==> src/rtl/cla_16.sv <==
// Registered 16-bit two-level carry-lookahead adder, bit 1 = MSB on all buses.
// Define CLA_COUT_EN to expose the registered carry-out on port co.
module cla_16 (
    input  logic clk,
    input  logic rst_n,
    input  logic a1,  input logic a2,  input logic a3,  input logic a4,
    input  logic a5,  input logic a6,  input logic a7,  input logic a8,
    input  logic a9,  input logic a10, input logic a11, input logic a12,
    input  logic a13, input logic a14, input logic a15, input logic a16,
    input  logic b1,  input logic b2,  input logic b3,  input logic b4,
    input  logic b5,  input logic b6,  input logic b7,  input logic b8,
    input  logic b9,  input logic b10, input logic b11, input logic b12,
    input  logic b13, input logic b14, input logic b15, input logic b16,
    output logic o1,  output logic o2,  output logic o3,  output logic o4,
    output logic o5,  output logic o6,  output logic o7,  output logic o8,
    output logic o9,  output logic o10, output logic o11, output logic o12,
`ifdef CLA_COUT_EN
    output logic o13, output logic o14, output logic o15, output logic o16,
    output logic co
`else
    output logic o13, output logic o14, output logic o15, output logic o16
`endif
);

    logic [15:0] a, b, g, p;
    logic [15:0] sum_d, sum_q;
    logic [16:0] c;
    logic [3:0]  gg, gp;
    logic [4:0]  gc;
    logic        cin;

    assign cin = 1'b0;
    assign a = {a1, a2, a3, a4, a5, a6, a7, a8,
                a9, a10, a11, a12, a13, a14, a15, a16};
    assign b = {b1, b2, b3, b4, b5, b6, b7, b8,
                b9, b10, b11, b12, b13, b14, b15, b16};
    assign g = a & b;
    assign p = a ^ b;

    always_comb begin
        gg = '0;
        gp = '0;
        for (int k = 0; k < 4; k++) begin
            gg[k] = g[4*k+3]
                  | (p[4*k+3] & g[4*k+2])
                  | (p[4*k+3] & p[4*k+2] & g[4*k+1])
                  | (p[4*k+3] & p[4*k+2] & p[4*k+1] & g[4*k]);
            gp[k] = &p[4*k +: 4];
        end
    end

    // Group carries are flattened sums of products, no inter-group ripple.
    assign gc[0] = cin;
    assign gc[1] = gg[0] | (gp[0] & cin);
    assign gc[2] = gg[1] | (gp[1] & gg[0]) | (gp[1] & gp[0] & cin);
    assign gc[3] = gg[2] | (gp[2] & gg[1]) | (gp[2] & gp[1] & gg[0])
                 | (gp[2] & gp[1] & gp[0] & cin);
    assign gc[4] = gg[3] | (gp[3] & gg[2]) | (gp[3] & gp[2] & gg[1])
                 | (gp[3] & gp[2] & gp[1] & gg[0])
                 | (gp[3] & gp[2] & gp[1] & gp[0] & cin);

    always_comb begin
        c = '0;
        c[16] = gc[4];
        for (int k = 0; k < 4; k++) begin
            c[4*k]   = gc[k];
            c[4*k+1] = g[4*k] | (p[4*k] & gc[k]);
            c[4*k+2] = g[4*k+1] | (p[4*k+1] & g[4*k])
                     | (p[4*k+1] & p[4*k] & gc[k]);
            c[4*k+3] = g[4*k+2] | (p[4*k+2] & g[4*k+1])
                     | (p[4*k+2] & p[4*k+1] & g[4*k])
                     | (p[4*k+2] & p[4*k+1] & p[4*k] & gc[k]);
        end
    end

    assign sum_d = p ^ c[15:0];

    always_ff @(posedge clk or negedge rst_n) begin
        if (!rst_n) sum_q <= '0;
        else        sum_q <= sum_d;
    end

    assign {o1, o2, o3, o4, o5, o6, o7, o8,
            o9, o10, o11, o12, o13, o14, o15, o16} = sum_q;

`ifdef CLA_COUT_EN
    logic co_q;
    always_ff @(posedge clk or negedge rst_n) begin
        if (!rst_n) co_q <= 1'b0;
        else        co_q <= c[16];
    end
    assign co = co_q;
`endif

endmodule

==> config.mk <==
export PLATFORM = sky130hd
export DESIGN_NAME = cla_16
export DESIGN_NICKNAME = d
export VERILOG_FILES = /design/src/rtl/cla_16.sv
export SDC_FILE = /design/constraint.sdc
export NUM_CORES = 1
export LEC_CHECK = 0
export BUFFER_PORTS_ARGS = -buffer_cell sky130_fd_sc_hd__buf_2
export CAP_MARGIN = 20
export CORE_MARGIN = 1
export CORE_UTILIZATION = 48
export CTS_CLUSTER_SIZE = 25
export DETAILED_ROUTE_END_ITERATION = 7
export HOLD_SLACK_MARGIN = 0.08
export PLACE_DENSITY_LB_ADDON = 0.08
export SYNTH_ARGS = -nofsm -noshare
export SYNTH_HDL_FRONTEND = slang
export SYNTH_SLANG_ARGS = --single-unit
export TNS_END_PERCENT = 1
==> constraint.sdc <==
create_clock -name clk -period 0.8 [get_ports clk]
set_input_delay 0 -clock clk [delete_from_list [all_inputs] [get_ports clk]]
set_output_delay 0 -clock clk [all_outputs]
set_load 0.005 [all_outputs]
==> results.toml, run 1 <==
[power_and_ir_drop]
p_sw_frac = 0.2916
p_clk_frac = 0.208
p_leak_nw = 0.8154
ir_worst_vdd_mv = 0.9673
internal_power_w = 0.001800
seqPwrFrac = 0.397
power_density_nw_per_um2 = 1560
combPwrFrac = 0.395
p_sw_w = 0.0007411

[clock_network]
cts_setup_buffers = 0
cts_buffers = 3
cts_root_buf = "clkbuf_4"
cts_tree = "done"
ctsHoldBuffers = 2
clockBufferDepth = 2
cts_num_sinks = 16
clk_pin_slew_ns = 0.10
htree_levels = 1

[floorplan]
pin_count = 50
die_w_um = 47.64
die_h_um = 47.64
die_area_um2 = 2269
num_rows = 16
start_util = 0.5096
core_region_area_um2 = 1962

[synth]
yosys-top-cells-area = "dfrtp_1 40%, ha_1 19%, fa_1 8.0%, xor2_1 5.3%, xnor2_1 3.5%"
ys_ff_latch = 16
yosys.cell_count.top_type = "dfrtp_1"
avgSynthCellArea_um2 = 12.82
ys.flop_type = "dfrtp_1"
synth.distinct_cells = 28
synth_top_area_share = 0.4005
synth_async_sr_flop_share = 1.000
ys_top_cells_by_count = "16 x dfrtp_1, 15 x ha_1, 6 x xor2_1"
ys_warn_count = 0
syn_nets = 131
seq_area_frac_synth = 0.4005
synth_top_cell_by_area = "dfrtp_1"
syn_inst = 78
synth-edff-count = 0
synth_area_um2 = 999.7

[placement]
place_hpwl_um = 1847
post_dp_cell_area_um2 = 1466
globalplace.congestion = 0.7702
io_buffers = 49

[grt]
grt_max_degree = 17
grt_first_pass_wirelength_um = 3739
grt_use_total = 0.2461
use_met1 = 0.2608
grt_antenna_before_repair = 0
grt_use_met3 = 0.03774
grtUsageMet2 = 0.4658
top_usage_layer = "met2"
grt_pass1_vias = 908
grt-ovfl-total = 0

[layout]
n_fill_cell = 129
fin_area_um2 = 1629
drive_above_1_share = 0.6169
top_regs = "sum_q x16"
top_register = "sum_q"
antenna_cells_inserted = 0
largest_reg_flops = 16
area_growth_pct = 62.95
fin_nets = 208

[drt]
vias_per_cell = 5.099
num_vias = 923
firstDrtPassIters = 4
postRouteAntennaNets = 0
avgRoutedWirePerCell_um = 14.35
drtIter0Drc = 12
drc_errors = 0
wl_um = 2598

[status]
violations = "negative setup slack"
status = "finished with violations"

[job]
maxCapViolations = 0

[worst_hold_path]
hp-start = "a12"
hp-class = "primary input to flop"

[critical_path]
cp_slowest_cell = "fa_2"
cp-start-kind = "primary input"
crit_arrival_ns = 1.75
endpoint_kind = "flop"
path_class = "primary input to flop"
crit_buf_inv = 1
crit_family = "compound AO/OA/AOI/OAI gates"
slowest_delay_ns = 0.34
cp_max_fo = 2
cp-startpoint = "a12"
crit_required_ns = 0.98
crit_chain = "buf_2 -> ha_4 -> a211o_1 -> a21oi_2 -> o22ai_1 -> o21bai_4 -> or2_4 -> fa_2 -> xor2_1"

[timing]
slew_viol_final = 0
tightest_slew_ns = 0.3462
timing.fmax_ghz = 0.6355
setup_viol = 12
holdWs_ns = 0.05223
rsz0062_at_grt = "true"
hold_viol = 0
tns_ns = -5.881
finalCritPeriodShare = 1.967
fin_crit_ns = 1.574
slew_headroom = 0.7692
setup_slack_ns = -0.7735
-- kinds of logic after synthesis --
family,count (synthesis),synth area share
compound gates,22,0.1853
xor+xnor,10,0.08761
fa+ha+maj,19,0.2678
buf+inv,2,0.007512
flops,16,0.4005
simple gates,9,0.05132
-- cell type report --
cell class                      count  area (um^2)  area share
Sequential cell                    16        400.4      0.2458
Tap cell                           27        33.78     0.02074
Clock buffer                        4        36.28     0.02227
Inverter                            2        7.507    0.004608
Timing Repair Buffer               72        435.4      0.2673
Multi-Input combinational cell     60        715.7      0.4393
-- routing by layer --
metal | wire length, um | up-vias | share of wire
li1 | - | 442 | -
met1 | 959 | 441 | 0.37
met2 | 1488 | 34 | 0.57
met3 | 92 | 6 | 0.035
met4 | 57 | 0 | 0.022
met5 | 0 | - | 0
-- stage by stage --
stage | power (W) | utilization | worst slack, ns | instances
after floorplan | 0.001441 | - | -0.9966 | 78
after global placement | 0.001871 | 0.7474 | -1.136 | 175
after detailed placement | 0.001917 | 0.7474 | -1.177 | 175
after CTS | 0.002527 | 0.8284 | -0.7758 | 181
after global routing | 0.002701 | 0.8304 | -0.8559 | 181
final | 0.002542 | 0.8304 | -0.7735 | 181
-- final timing paths --
path,end,depth (start not counted)
worst max-delay path,sum_q[13],9
worst min-delay path,sum_q[4],2
min in group asynchronous,sum_q[8],2
max in group asynchronous,sum_q[6],2
-- power groups by stage --
stage	logic, W	clock network, W	registers (W)
final	0.00100	0.000529	0.00101
after global routing	0.00111	0.000564	0.00103
after CTS	0.000988	0.000532	0.00101
after detailed placement	0.000893	0	0.00102
after global placement	0.000852	0	0.00102
after floorplan	0.000391	0	0.00105
-- layout by cell type, fill, tap and decap left out, types with 3 or more instances in the layout --
cell | netlist | routed
clkbuf_4 | 0 | 3
a21o_1 | 4 | 4
xor2_1 | 6 | 6
xnor2_1 | 4 | 4
buf_4 | 0 | 21
ha_4 | 0 | 6
a21oi_2 | 2 | 3
ha_1 | 15 | 9
dfrtp_1 | 16 | 16
buf_2 | 0 | 47
-- timing repair --
action | 4_1_cts | 5_1_grt
gates resized for setup | 13 | 1
endpoints found under the setup margin | 12 | 23
pin swaps | 13 | 1
hold endpoints to repair | 19 | 2
No activity file was read; power rests on OpenSTA's default activity.
==> run 2, diff against run 1 <==
--- a/config.mk
+++ b/config.mk
@@ -6,9 +6,9 @@
 export NUM_CORES = 1
 export LEC_CHECK = 0
 export BUFFER_PORTS_ARGS = -buffer_cell sky130_fd_sc_hd__buf_2
-export CAP_MARGIN = 20
+export CAP_MARGIN = 30
 export CORE_MARGIN = 1
-export CORE_UTILIZATION = 48
+export CORE_UTILIZATION = 45
 export CTS_CLUSTER_SIZE = 25
 export DETAILED_ROUTE_END_ITERATION = 7
 export HOLD_SLACK_MARGIN = 0.08
==> constraint.sdc (replaced) <==
create_clock -name clk -period 1.54 [get_ports clk]
set_input_delay 0 -clock clk [delete_from_list [all_inputs] [get_ports clk]]
set_output_delay 0 -clock clk [all_outputs]
set_load 0.005 [all_outputs]
==> run 2 against run 1 <==
  * The flow still finishes with violations (negative setup slack)
  * Sequential power decreased by 49%
  * Die area is 6.4% higher
  * Non-clock buffer count is 5 higher
  * Hold slack improved by 0.042 ns
  * Via count rose by 0.54%
  * Count of clock-buffer cells in the layout down 1
  * Combinational power is 51% lower
  * Cell count increased by 2.2%
  * Highest routed layer unchanged
==> results.toml, run 2 (synthesized netlist as in run 1, its figures left out) <==
[grt]
grt-ovfl-total = 0
grt_max_degree = 17
grt_first_pass_wirelength_um = 3746
grt_pass1_vias = 938
grt_use_total = 0.2028
grt_antenna_before_repair = 0

[power_and_ir_drop]
power.total_w = 0.001226
combPwrFrac = 0.403
p_sw_w = 0.0003534
power_density_nw_per_um2 = 768.4
p_clk_frac = 0.173
p_sw_frac = 0.2883
p_leak_nw = 0.8213
ir_worst_vdd_mv = 0.4977
internal_power_w = 0.0008724
seqPwrFrac = 0.424

[floorplan]
die_w_um = 49.14
num_rows = 16
start_util = 0.4944
die_h_um = 49.14
die_area_um2 = 2414
core_region_area_um2 = 2022
pin_count = 50

[drt]
avgRoutedWirePerCell_um = 12.45
met1_length_um = 853
routed-wl-met3_um = 114
highest_layer = "met4"
firstDrtPassIters = 4
wl_um = 2303
drc_errors = 0
vias_per_cell = 5.016
drtIter0Drc = 8
postRouteAntennaNets = 0
wl_met2_um = 1305
num_vias = 928

[clock_network]
htree_levels = 1
cts_num_sinks = 16
cts_tree = "done"
clk_pin_slew_ns = 0.09
cts_setup_buffers = 0
cts_root_buf = "clkbuf_4"
cts_buffers = 3
clockBufferDepth = 2

[layout]
drive_above_1_share = 0.5443
antenna_cells_inserted = 0
fin_nets = 213
fin_area_um2 = 1595
final_common_cell = "buf_2"
layout_common_cells = "48 x buf_2, 19 x buf_4, 16 x dfrtp_1"
top_register = "sum_q"
largest_reg_flops = 16
n_fill_cell = 140
area_growth_pct = 59.57
top_regs = "sum_q x16"

[timing]
timing.fmax_ghz = 0.6210
rsz0062_at_grt = "true"
setup_viol = 2
fin_crit_ns = 1.610
finalCritPeriodShare = 1.046
slew_headroom = 0.7607
setup_slack_ns = -0.07027
tns_ns = -0.1078
slew_viol_final = 0
holdWs_ns = 0.09417
hold_viol = 0
tightest_slew_ns = 0.3589

[critical_path]
crit_arrival_ns = 1.78
cp_max_fo = 2
cp-start-kind = "primary input"
path_class = "primary input to flop"
endpoint_kind = "flop"
crit_required_ns = 1.71

[worst_hold_path]
hp-start = "b8"
holdPathStages = 3
hp-class = "primary input to flop"
min_to = "sum_q[8]"

[placement]
io_buffers = 49
globalplace.congestion = 0.7523
place_hpwl_um = 1761
post_dp_cell_area_um2 = 1451

[status]
status = "finished with violations"
violations = "negative setup slack"

[job]
maxCapViolations = 0
## run 2: cell types whose count changed in the layout (fill, tap and decap cells not counted), sizes merged
cell,previous run,this run
buf,70,68
clkbuf,4,3
dlygate4sd3,2,9
## run 2: worst max-delay path by stage
stage                     startpoint        end  slack, ns  cells past startpoint
after floorplan                  a11  sum_q[13]      -0.26                      8
after global placement           a11  sum_q[13]      -0.41                      9
after detailed placement         a11  sum_q[13]      -0.44                      9
after CTS                        b11  sum_q[13]      -0.06                      9
after global routing             b11  sum_q[13]      -0.12                      9
final                             a7  sum_q[13]      -0.07                      9
## run 2: worst max-delay path: stages
cell and delay [ns]:
buf_2 0.10, ha_1 0.30, a21o_1 0.19, a21oi_2 0.17, o22ai_1 0.10, o21bai_4 0.18
or2_4 0.25, fa_2 0.33, xor2_1 0.16
## run 2: timing repair
item / 4_1_cts / 5_1_grt
endpoints found under the hold margin: 21 / 0
hold buffers: 9 / 0
cloned: 0 / 0
setup endpoints to repair: 4 / 5
resized for setup: 3 / 2
pin swaps: 7 / 0
## run 2: power by group through the flow
stage	registers [W]	logic, W	clock network [W]
after global placement	0.000529	0.000435	0
after CTS	0.000521	0.000484	0.000218
final	0.000520	0.000494	0.000212
after detailed placement	0.000530	0.000454	0
after floorplan	0.000546	0.000203	0
after global routing	0.000528	0.000543	0.000240
## run 2: routing by layer
metal | GRT usage | up-vias
li1 | - | 447
met1 | 0.2084 | 441
met2 | 0.3995 | 36
met3 | 0.02492 | 4
met4 | 0.08824 | 0
met5 | 0 | -
## run 2: final cells by class
cell class              count  area [um^2]  share of cell area
flip-flops and latches     16        400.4              0.2510
clock buffers               3        22.52             0.01412
repair buffers             77        484.2              0.3035
inverters                   2        7.507            0.004706
multi-input cells          60        646.9              0.4055
well taps                  27        33.78             0.02118
## run 2: stage by stage
stage                     utilization  instances  setup slack [ns]
after global routing           0.7890        185           -0.1225
after floorplan                     -         78           -0.2566
after global placement         0.7178        173           -0.4080
final                          0.7890        185          -0.07027
after CTS                      0.7803        185          -0.05581
after detailed placement       0.7178        173           -0.4430
==> run 3, diff against run 2 <==
--- a/config.mk
+++ b/config.mk
@@ -5,10 +5,11 @@
 export SDC_FILE = /design/constraint.sdc
 export NUM_CORES = 1
 export LEC_CHECK = 0
+export ABC_AREA = 1
 export BUFFER_PORTS_ARGS = -buffer_cell sky130_fd_sc_hd__buf_2
 export CAP_MARGIN = 30
 export CORE_MARGIN = 1
-export CORE_UTILIZATION = 45
+export CORE_UTILIZATION = 46
 export CTS_CLUSTER_SIZE = 25
 export DETAILED_ROUTE_END_ITERATION = 7
 export HOLD_SLACK_MARGIN = 0.08
==> run 3 against run 2 <==
  * Design area decreased by 1.0%
  * Critical path type unchanged
  * Clock power is 2% lower
  * Count of clock-buffer cells in the layout unchanged
  * The flow now finishes without violations
  * Combinational power decreased by 9.7%
  * Wire length down 5.2%
==> results.toml, run 3 <==
[status]
status = "finished, final reports clean"

[timing]
finalCritPeriodShare = 0.8334
slew_headroom = 0.7631
slew_viol_final = 0
setup_slack_ns = 0.2566
rsz0062_at_grt = "false"
hold_viol = 0
timing.fmax_ghz = 0.7792
tightest_slew_ns = 0.3554
holdWs_ns = 0.09460
setup_viol = 0
fin_crit_ns = 1.283

[grt]
grt-ovfl-total = 0
grt_antenna_before_repair = 0
grt_pass1_vias = 990
grt_max_degree = 17
grt_first_pass_wirelength_um = 3774
grt_use_total = 0.1927

[drt]
drtIter0Drc = 13
wl_um = 2183
vias_per_cell = 4.590
avgRoutedWirePerCell_um = 9.617
postRouteAntennaNets = 0
firstDrtPassIters = 4
num_vias = 1042
drc_errors = 0

[clock_network]
clockBufferDepth = 2
cts_setup_buffers = 0
cts_num_sinks = 16
clk_pin_slew_ns = 0.08
cts_buffers = 3
cts_root_buf = "clkbuf_4"
cts_tree = "done"
htree_levels = 1

[synth]
ys.flop_type = "dfrtp_1"
ys_ff_latch = 16
synth_async_sr_flop_share = 1.000
synth_area_um2 = 1079
yosys.cell_count.top_type = "nand2_1"
seq_area_frac_synth = 0.3712
yosys-top-cells-area = "dfrtp_1 37%, ha_1 17%, nand2_1 13%, fa_1 7.4%, inv_1 5.9%"
synth.distinct_cells = 15
ys_top_cells_by_count = "38 x nand2_1, 17 x inv_1, 16 x dfrtp_1, 15 x ha_1"
synth_top_area_share = 0.3712
ys_warn_count = 0
synth-edff-count = 0
synth_top_cell_by_area = "dfrtp_1"
syn_nets = 178
syn_inst = 125
avgSynthCellArea_um2 = 8.628

[critical_path]
slowest_delay_ns = 0.38
cp_max_fo = 3
path_class = "primary input to flop"
crit_required_ns = 1.70
crit_buf_inv = 1
crit_top_cell = "nand2_1"
crit_chain = "buf_2 -> ha_1 -> or2_0 -> nand2_1 -> nand2_2 -> nand2_1 -> nand3_2 -> fa_1 -> xor2_1"
endpoint_kind = "flop"
cp-start-kind = "primary input"
crit_family = "adder cells"
cp_slowest_cell = "fa_1"
crit_arrival_ns = 1.44

[power_and_ir_drop]
internal_power_w = 0.0008218
seqPwrFrac = 0.440
p_sw_w = 0.0003457
p_leak_nw = 0.9337
power_density_nw_per_um2 = 739.4
ir_worst_vdd_mv = 0.3890
combPwrFrac = 0.382
p_sw_frac = 0.2961
p_clk_frac = 0.178

[layout]
top_register = "sum_q"
n_fill_cell = 198
top_regs = "sum_q x16"
antenna_cells_inserted = 0
drive_above_1_share = 0.3216
fin_nets = 254
area_growth_pct = 46.40
layout_common_cells = "49 x buf_2, 38 x nand2_1, 17 x inv_1"
final_common_cell = "buf_2"
largest_reg_flops = 16

[placement]
globalplace.congestion = 0.7750
post-place-ws_ns = -0.04106
place_hpwl_um = 1799
io_buffers = 49

[worst_hold_path]
hp-start = "b1"
min_to = "sum_q[15]"
holdPathStages = 5
hp-class = "primary input to flop"

[floorplan]
die_h_um = 50.42
pin_count = 50
core_region_area_um2 = 2212
num_rows = 17
die_w_um = 50.42
die_area_um2 = 2542
start_util = 0.4876

[job]
maxCapViolations = 0
[run 3: cells by family after synthesis]
logic type / share of synthesized area
simple gates: 0.2367
fa+ha+maj: 0.2483
buf+inv: 0.05916
flops: 0.3712
xor+xnor: 0.05685
compound gates: 0.02784
[run 3: metal layers]
layer	vias up	routed length, um	share of wire	track usage
met5	-	0	0	0
met4	0	12	0.0055	0.05556
met3	2	144	0.066	0.02424
met2	38	1144	0.52	0.3578
met1	459	882	0.40	0.2296
li1	543	-	-	-
[run 3: power groups by stage]
stage	Combinational [W]	Sequential (W)	Clock, W
finish	0.000446	0.000513	0.000208
global route	0.000511	0.000522	0.000238
CTS	0.000449	0.000515	0.000213
detailed placement	0.000418	0.000523	0
global placement	0.000399	0.000524	0
floorplan	0.000192	0.000540	0
[run 3: per-stage QoR]
stage / utilization / cells / power (W) / instance area, um^2 / setup TNS (ns)
2_1_floorplan: - / 125 / 0.0007319 / 1079 / 0
3_3_place_gp: 0.6448 / 211 / 0.0009230 / 1426 / -0.01076
3_5_place_dp: 0.6448 / 211 / 0.0009412 / 1426 / -0.05991
4_1_cts: 0.7138 / 227 / 0.001177 / 1579 / 0
5_1_grt: 0.7138 / 227 / 0.001271 / 1579 / 0
6_report: 0.7138 / 227 / 0.001167 / 1579 / 0
[run 3: worst max path at each step]
stage / from / end / slack, ns / cells after the start
3_3_place_gp: a13 / sum_q[13] / -0.007 / 9
2_1_floorplan: a13 / sum_q[13] / 0.06 / 8
4_1_cts: a13 / sum_q[13] / 0.26 / 9
3_5_place_dp: a13 / sum_q[13] / -0.04 / 9
5_1_grt: a13 / sum_q[13] / 0.14 / 9
6_report: a13 / sum_q[13] / 0.26 / 9
[run 3: layout make-up]
type / count / area (um^2) / area share
Inverter: 17 / 63.81 / 0.04041
Clock buffer: 3 / 22.52 / 0.01426
Multi-Input combinational cell: 92 / 614.3 / 0.3891
Tap cell: 28 / 35.03 / 0.02219
Timing Repair Buffer: 71 / 442.9 / 0.2805
Sequential cell: 16 / 400.4 / 0.2536
[run 3: timing repair]
action                                 in CTS  in global routing
endpoints found under the hold margin      23                  0
gates resized for setup                     0                  0
hold buffers                               13                  0
